<file path="src/rtl/alu_result_serializer.sv">
// rtl/alu_result_serializer.sv - captures ALU results and streams them LSB-first as bytes (optional header via RES_SER_HDR_EN)
module alu_result_serializer #(
    parameter int WIDTH = 16
) (
    input  logic                 clk,
    input  logic                 RST,
    input  logic [2*WIDTH-1:0]   Arith_OUT,
    input  logic                 Arith_Flag,
    input  logic                 TX_READY,
    input  logic                 Ovr_Clr,
    output logic [7:0]           TX_DATA,
    output logic                 TX_VALID,
    output logic                 Busy,
    output logic                 Overrun
);

    localparam int NBYTES = 2*WIDTH/8;
    localparam int CW     = $clog2(NBYTES+1);
    localparam logic [CW-1:0] LAST_CNT = CW'(NBYTES-1);

    localparam logic [1:0] S_IDLE = 2'd0;
    localparam logic [1:0] S_SEND = 2'd1;
`ifdef RES_SER_HDR_EN
    localparam logic [1:0] S_HDR    = 2'd2;
    localparam logic [1:0] S_START  = S_HDR;
    localparam logic [7:0] HDR_BYTE = 8'hA5;
`else
    localparam logic [1:0] S_START  = S_SEND;
`endif

    logic [1:0]         state;
    logic [2*WIDTH-1:0] shift_reg;
    logic [CW-1:0]      cnt;
    logic               handshake;
    logic               last_hs;
    logic               drop;

    assign handshake = TX_VALID && TX_READY;
    assign last_hs   = (state == S_SEND) && handshake && (cnt == LAST_CNT);
    // A result arriving while busy is lost unless it lands exactly on the
    // final byte handshake, where it is chained into a new frame.
    assign drop      = Arith_Flag && (state != S_IDLE) && !last_hs;

    assign TX_VALID = (state != S_IDLE);
    assign Busy     = (state != S_IDLE);
`ifdef RES_SER_HDR_EN
    assign TX_DATA  = (state == S_HDR) ? HDR_BYTE : shift_reg[7:0];
`else
    assign TX_DATA  = shift_reg[7:0];
`endif

    // Frame FSM: capture result, then shift one byte out per handshake
    always_ff @(posedge clk) begin
        if (RST) begin
            state     <= S_IDLE;
            shift_reg <= '0;
            cnt       <= '0;
        end else begin
            case (state)
                S_IDLE: begin
                    if (Arith_Flag) begin
                        shift_reg <= Arith_OUT;
                        cnt       <= '0;
                        state     <= S_START;
                    end
                end
`ifdef RES_SER_HDR_EN
                S_HDR: begin
                    if (handshake) begin
                        state <= S_SEND;
                    end
                end
`endif
                S_SEND: begin
                    if (handshake) begin
                        if (last_hs && Arith_Flag) begin
                            shift_reg <= Arith_OUT;
                            cnt       <= '0;
                            state     <= S_START;
                        end else begin
                            shift_reg <= shift_reg >> 8;
                            cnt       <= cnt + 1'b1;
                            if (last_hs) begin
                                state <= S_IDLE;
                            end
                        end
                    end
                end
                default: begin
                    state <= S_IDLE;
                end
            endcase
        end
    end

    // Sticky overrun flag; a new drop beats a simultaneous clear
    always_ff @(posedge clk) begin
        if (RST) begin
            Overrun <= 1'b0;
        end else if (drop) begin
            Overrun <= 1'b1;
        end else if (Ovr_Clr) begin
            Overrun <= 1'b0;
        end
    end

endmodule

</file>
<file path="config.mk">
export PLATFORM = sky130hd
export DESIGN_NAME = alu_result_serializer
export DESIGN_NICKNAME = d
export VERILOG_FILES = /design/src/rtl/alu_result_serializer.sv
export SDC_FILE = /design/constraint.sdc
export NUM_CORES = 1
export LEC_CHECK = 0
export ABC_CLOCK_PERIOD_IN_PS = 1400
export CORE_ASPECT_RATIO = 0.8
export CORE_UTILIZATION = 43
export DETAILED_ROUTE_END_ITERATION = 6
export MAX_ROUTING_LAYER = met4
export PLACE_DENSITY_LB_ADDON = 0.3
export SETUP_SLACK_MARGIN = 0.5
export SYNTH_ARGS = -nofsm -noshare
export SYNTH_HDL_FRONTEND = slang
export SYNTH_SLANG_ARGS = --single-unit
</file>
<file path="constraint.sdc">
create_clock -name clk -period 1.4 [get_ports clk]
set_input_delay 0.35 -clock clk [delete_from_list [all_inputs] [get_ports clk]]
set_output_delay 0.35 -clock clk [all_outputs]
set_load 0.1 [all_outputs]
</file>
* Word-level counts from Yosys, hierarchy flattened
Cells that the tools add are included.
** Word-level totals
- Register bits :: 38
- Input bits :: 37
- Output and inout port bits :: 11
- Word-level logic and storage cells :: 38
** Operators by class
- $add $sub $neg :: 1
- Eq/ne operators :: 5
- Muxes and demuxes :: 15
- Reductions and logical operators :: 13
** Operator list (count)
- $mux W32 :: 3
- $pmux W32 S2 :: 1
- $mux W3 :: 3
- $mux W2 :: 4
- $logic_and A1 B1 Y1 :: 6
- $pmux W3 S2 :: 1
- $reduce_and A3 Y1 :: 2
- $reduce_bool A2 Y1 :: 3
- $ne A2 B2 Y1 const B :: 2
- $pmux W2 S2 :: 1
- $add A3 B1 Y3 const B :: 1
- $eq A3 B2 Y1 const B :: 1
- $ne A3 B2 Y1 const B :: 1
- $eq A2 B1 Y1 const B :: 1
- $logic_not A2 Y1 :: 1
- $mux W1 :: 2
- $logic_not A1 Y1 :: 1

* Logic depth before layout (Yosys ltp)
- Depth after elaboration :: 8
- Depth in mapped cells :: 7
- Depth with buffers taken out :: 5

* Worst setup path before layout
No wires, ideal clock.
- Kind :: reg-to-reg
- From :: reg state[0]
- To :: reg cnt[0]
- Arrival time :: 1.937 ns
- Path slack :: -0.607 ns
- Cell stages (with the launch flop) :: 4
- Period minus slack after synthesis :: 2.007 ns
- Cells stage by stage :: dfxtp_1 -> inv_1 -> or4_1 -> a21oi_1
** On the way
- Longest elaborated chain between the ends :: 8
** RTL lines
- start: declaration :: RTL line 31 : logic [1:0] state;
- start signal: assignment :: RTL line 55 : state <= S_IDLE;
- start signal: assignment :: RTL line 64 : state <= S_START;
- start signal: assignment :: RTL line 79 : state <= S_START;
- $reduce_bool A2 Y1 :: RTL line 44 : assign TX_VALID = (state != S_IDLE);
- $logic_and A1 B1 Y1 :: RTL line 38 : assign handshake = TX_VALID && TX_READY;
- $logic_and A1 B1 Y1 (2 in a row) :: RTL line 39 : assign last_hs = (state == S_SEND) && handshake && (cnt == LAST_CNT);
- $logic_and A1 B1 Y1 :: RTL line 76 : if (last_hs && Arith_Flag) begin
- $mux W3 :: RTL line 76
- $mux W3 :: RTL line 75 : if (handshake) begin
- $pmux W3 S2 :: RTL line 59 : case (state)
- end signal: assignment :: RTL line 82 : cnt <= cnt + 1'b1;
- end: declaration :: RTL line 33 : logic [CW-1:0] cnt;
Several ways; a longest one is shown, not always the timed one. The select of a mux whose other input is x is not followed.
A chain may end at the register's enable or synchronous reset.

* Worst setup path in the final report
- From :: reg cnt[0]
- To :: reg cnt[0]
** On the way
- Longest elaborated chain between the ends :: 6
** RTL lines (RTL line)
- branches (longest 3 deep; another with $add A3 B1 Y3)
- $mux W3 * :: 76
- $mux W3 * :: 75
- $pmux W3 S2 * :: 59
Mark *: on every way between the ends. The select of a mux whose other input is x is not followed.

==> metrics.yaml <==
job:
  maxCapViolations: 0
synth:
  syn_inst: 211
  netlist.top_cell.by_area: "sky130_fd_sc_hd__dfxtp_1"
  synth.lib_cells_used.distinct: 24
  postSynthAreaPerCell_um2: 8.17
  synth.top_cell.area_share_pct: 43.0
  synth_seq_cells: 37
  mappedNetlistArea_um2: 1720
  yosys-top-cells-area: "sky130_fd_sc_hd__dfxtp_1 (43%), sky130_fd_sc_hd__a311oi_1 (12%), sky130_fd_sc_hd__nand3_1 (7.3%)"
  seq_area_frac_synth_pct: 43.0
  yosysWarnings: 0
  syn_nets: 250
sta:
  setup_tns_ns: -0.242
  post-route-worst-setup-slack_ns: -0.0591
  maxSlewHeadroom_pct: 79.5
  hold_viol_final: 0
  achievable-frequency_mhz: 685
  grt_setup_unrepaired: "yes"
  timing_worst_slew_pin_value_ns: 0.299
  setup_viol: 14
  skew_ns: 0.00868
  slew_viol_final: 0
  layout_worst_path_cycle_share_pct: 104
  hold_slack_ns: 0.457
  post-route-min-period_ns: 1.46
setup_path:
  timing.rr.end: "cnt[0]"
  worst-path-max-fanout: 7
  timing.critical_path.to_type: "register"
  critical_path_arrival_ns: 1.69
  worstSetupPathType: "reg2reg"
  critical_path.reg2reg.startpoint: "cnt[0]"
  crit_path_start_kind: "register"
  rrSetupSlack_ns: -0.06
  r2r_cells: 5
  critPathRequiredTime_ns: 1.63
die:
  rows: 20
  floorplan.initialDensity_pct: 45.0
  die_h_um: 58.6
  io_pins: 48
  placeableCoreArea_um2: 3830
  die_width_um: 72.8
  dieArea_um2: 4270
drt:
  remaining_drc_errors: 0
  finalWirelength_mm: 4.67
  route.vias.total: 1755
  met3WireLength_um: 261
  drt.antenna.violating_nets: 0
  drt-vias-per-instance: 5.38
  met1_length_mm: 2.17
  drtIter0Drc: 126
  topRoutingLayerUsed: "met4"
  met2_wirelength_mm: 2.13
  detail_route.first_pass.iterations: 4
  wire_length_per_cell_um: 14.3
run_status:
  run_status: "complete, but fails checks"
  failed_checks: "negative setup slack"
place:
  port_buffers: 47
  dp_slack_ns: -0.389
  gpl.final_weighted_congestion: 0.816
  dpl.hpwl_mm: 2.76
power:
  switching_share_pct: 30.5
  ir_worst_vdd_uv: 706
  power_density_nw_per_um2: 1050
  clkPwrFrac_pct: 31.5
  switching_power_w: 0.000891
  leakage_nw: 1.05
  power.share.combinational_pct: 27.4
  p_int_w: 0.00203
  power.sequential.fraction_pct: 41.2
final_layout:
  drive_above_1_share_pct: 29.9
  mostFrequentLayoutCells: "sky130_fd_sc_hd__clkdlybuf4s50_1 (34), sky130_fd_sc_hd__nor2_1 (28), sky130_fd_sc_hd__nand3_1 (25), sky130_fd_sc_hd__dfxtp_1 (25), sky130_fd_sc_hd__buf_4 (25)"
  antenna_cells: 0
  layout_commonest_cell: "sky130_fd_sc_hd__clkdlybuf4s50_1"
  design.final.nets: 309
  layout-area-overhead-vs-synth_pct: 60.5
  final_util_pct: 72.3
  flip_flop_count_of_the_largest_register_all_copies_and_words_added: 32
worst_hold_path:
  min_to: "shift_reg[28]"
  timing.hold.worst.class: "reg2reg"
  timing.hold.worst.start: "shift_reg[28]"
  hold_path_depth: 2
clocking:
  cts_tree: "built"
  clock_tree.htree_level_count: 2
  cts.sinks: 37
  cell_at_the_root_of_the_clock_tree: "sky130_fd_sc_hd__clkbuf_8"
  cts-root-to-sink-buffers: 2
  clk_lat_worst_skew_ns: 0.30
  clk_pin_slew_ns: 0.07
  cts_buffers: 5
grt:
  antenna_found_initial: 0
  pin_count_of_the_biggest_net_entering_global_routing: 27
  grt_first_pass_wirelength_mm: 7.64
  groute.usage.overall_pct: 24.7
  first_global_vias: 1576
  globalRouteOverflowTotal: 0
power groups by stage:
| stage | clock, W | combinational (W) | sequential (W) |
|---|---|---|---|
| floorplan | 0 | 0.000459 | 0.00122 |
| global placement | 0 | 0.000705 | 0.00122 |
| detailed placement | 0 | 0.000711 | 0.00122 |
| CTS | 0.000915 | 0.000767 | 0.00120 |
| global route | 0.000971 | 0.000848 | 0.00121 |
| finish | 0.000918 | 0.000800 | 0.00120 |
synthesized netlist by cell type:
cell / instances
sky130_fd_sc_hd__ha_1: 2
sky130_fd_sc_hd__a21boi_0: 1
sky130_fd_sc_hd__buf_4: 12
sky130_fd_sc_hd__mux2_4: 1
sky130_fd_sc_hd__o21ai_0: 21
sky130_fd_sc_hd__nor2_1: 28
sky130_fd_sc_hd__dfxtp_1: 37
sky130_fd_sc_hd__buf_2: 10
sky130_fd_sc_hd__nor2b_1: 1
sky130_fd_sc_hd__or4_1: 2
sky130_fd_sc_hd__a311oi_1: 24
sky130_fd_sc_hd__clkbuf_2: 1
sky130_fd_sc_hd__a21oi_1: 12
sky130_fd_sc_hd__buf_6: 1
sky130_fd_sc_hd__o21ai_1: 3
sky130_fd_sc_hd__inv_1: 2
sky130_fd_sc_hd__and3_1: 1
sky130_fd_sc_hd__mux2_2: 1
sky130_fd_sc_hd__clkbuf_1: 5
sky130_fd_sc_hd__a31o_2: 1
sky130_fd_sc_hd__nor3b_1: 1
sky130_fd_sc_hd__nand2_1: 18
sky130_fd_sc_hd__nand3_1: 25
sky130_fd_sc_hd__mux2i_1: 1
through the flow:
step | power, W | area (µm²) | instances
3_5_place_dp | 0.00194 | 2400 | 299
5_1_grt | 0.00303 | 2770 | 326
6_report | 0.00292 | 2770 | 326
2_1_floorplan | 0.00168 | 1840 | 211
4_1_cts | 0.00288 | 2690 | 320
3_3_place_gp | 0.00193 | 2400 | 299
critical path: stages, from the launching register on:
cell	delay (ns)
sky130_fd_sc_hd__dfxtp_2	0.34
sky130_fd_sc_hd__ha_4	0.17
sky130_fd_sc_hd__ha_4	0.17
sky130_fd_sc_hd__and3_4	0.17
sky130_fd_sc_hd__or4_1	0.42
sky130_fd_sc_hd__a21oi_2	0.13
repair_timing:
action,CTS,global route
cloned,2,0
pin swaps,10,7
endpoints found under the setup margin,48,48
gates resized for setup,23,9
hold buffers,0,0
hold endpoints to repair,0,0
setup buffers,11,6
worst max path at each step:
stage	from	endpoint	cells past startpoint	slack (ns)
floorplan	cnt[1]	cnt[2]	6	-0.05
global placement	TX_READY	cnt[2]	4	-0.35
detailed placement	Arith_Flag	shift_reg[2]	4	-0.39
CTS	cnt[1]	cnt[0]	5	-0.07
global route	cnt[1]	shift_reg[20]	6	-0.11
finish	cnt[0]	cnt[0]	5	-0.06
kinds of logic (layout without fill, tap and decap cells):
kind of cell	after synthesis	in the layout	share of synthesized area (%)
adder cells (fa/ha/maj)	2	2	1.45
buffers and inverters	31	90	10.6
AND/OR/NAND/NOR	76	77	19.3
multiplexers	3	3	2.10
flip-flops	37	37	43.0
AO/OA/AOI/OAI	62	62	23.6
final cells by class:
class                      count  area [µm²]
fill                         305        1060
timing repair buffer          80         915
multi-input combinational    144         902
sequential                    37         761
clock buffer                   7         108
tap                           55        68.8
inverter                       2        7.51
clock inverter                 1        6.26
routing by layer:
| metal | up-vias | track usage, % |
|---|---|---|
| met5 | - | - |
| met4 | 0 | 11.8 |
| met3 | 12 | 5.82 |
| met2 | 60 | 35.6 |
| met1 | 809 | 32.6 |
| li1 | 874 | - |
No activity file was read; power rests on OpenSTA's default activity.
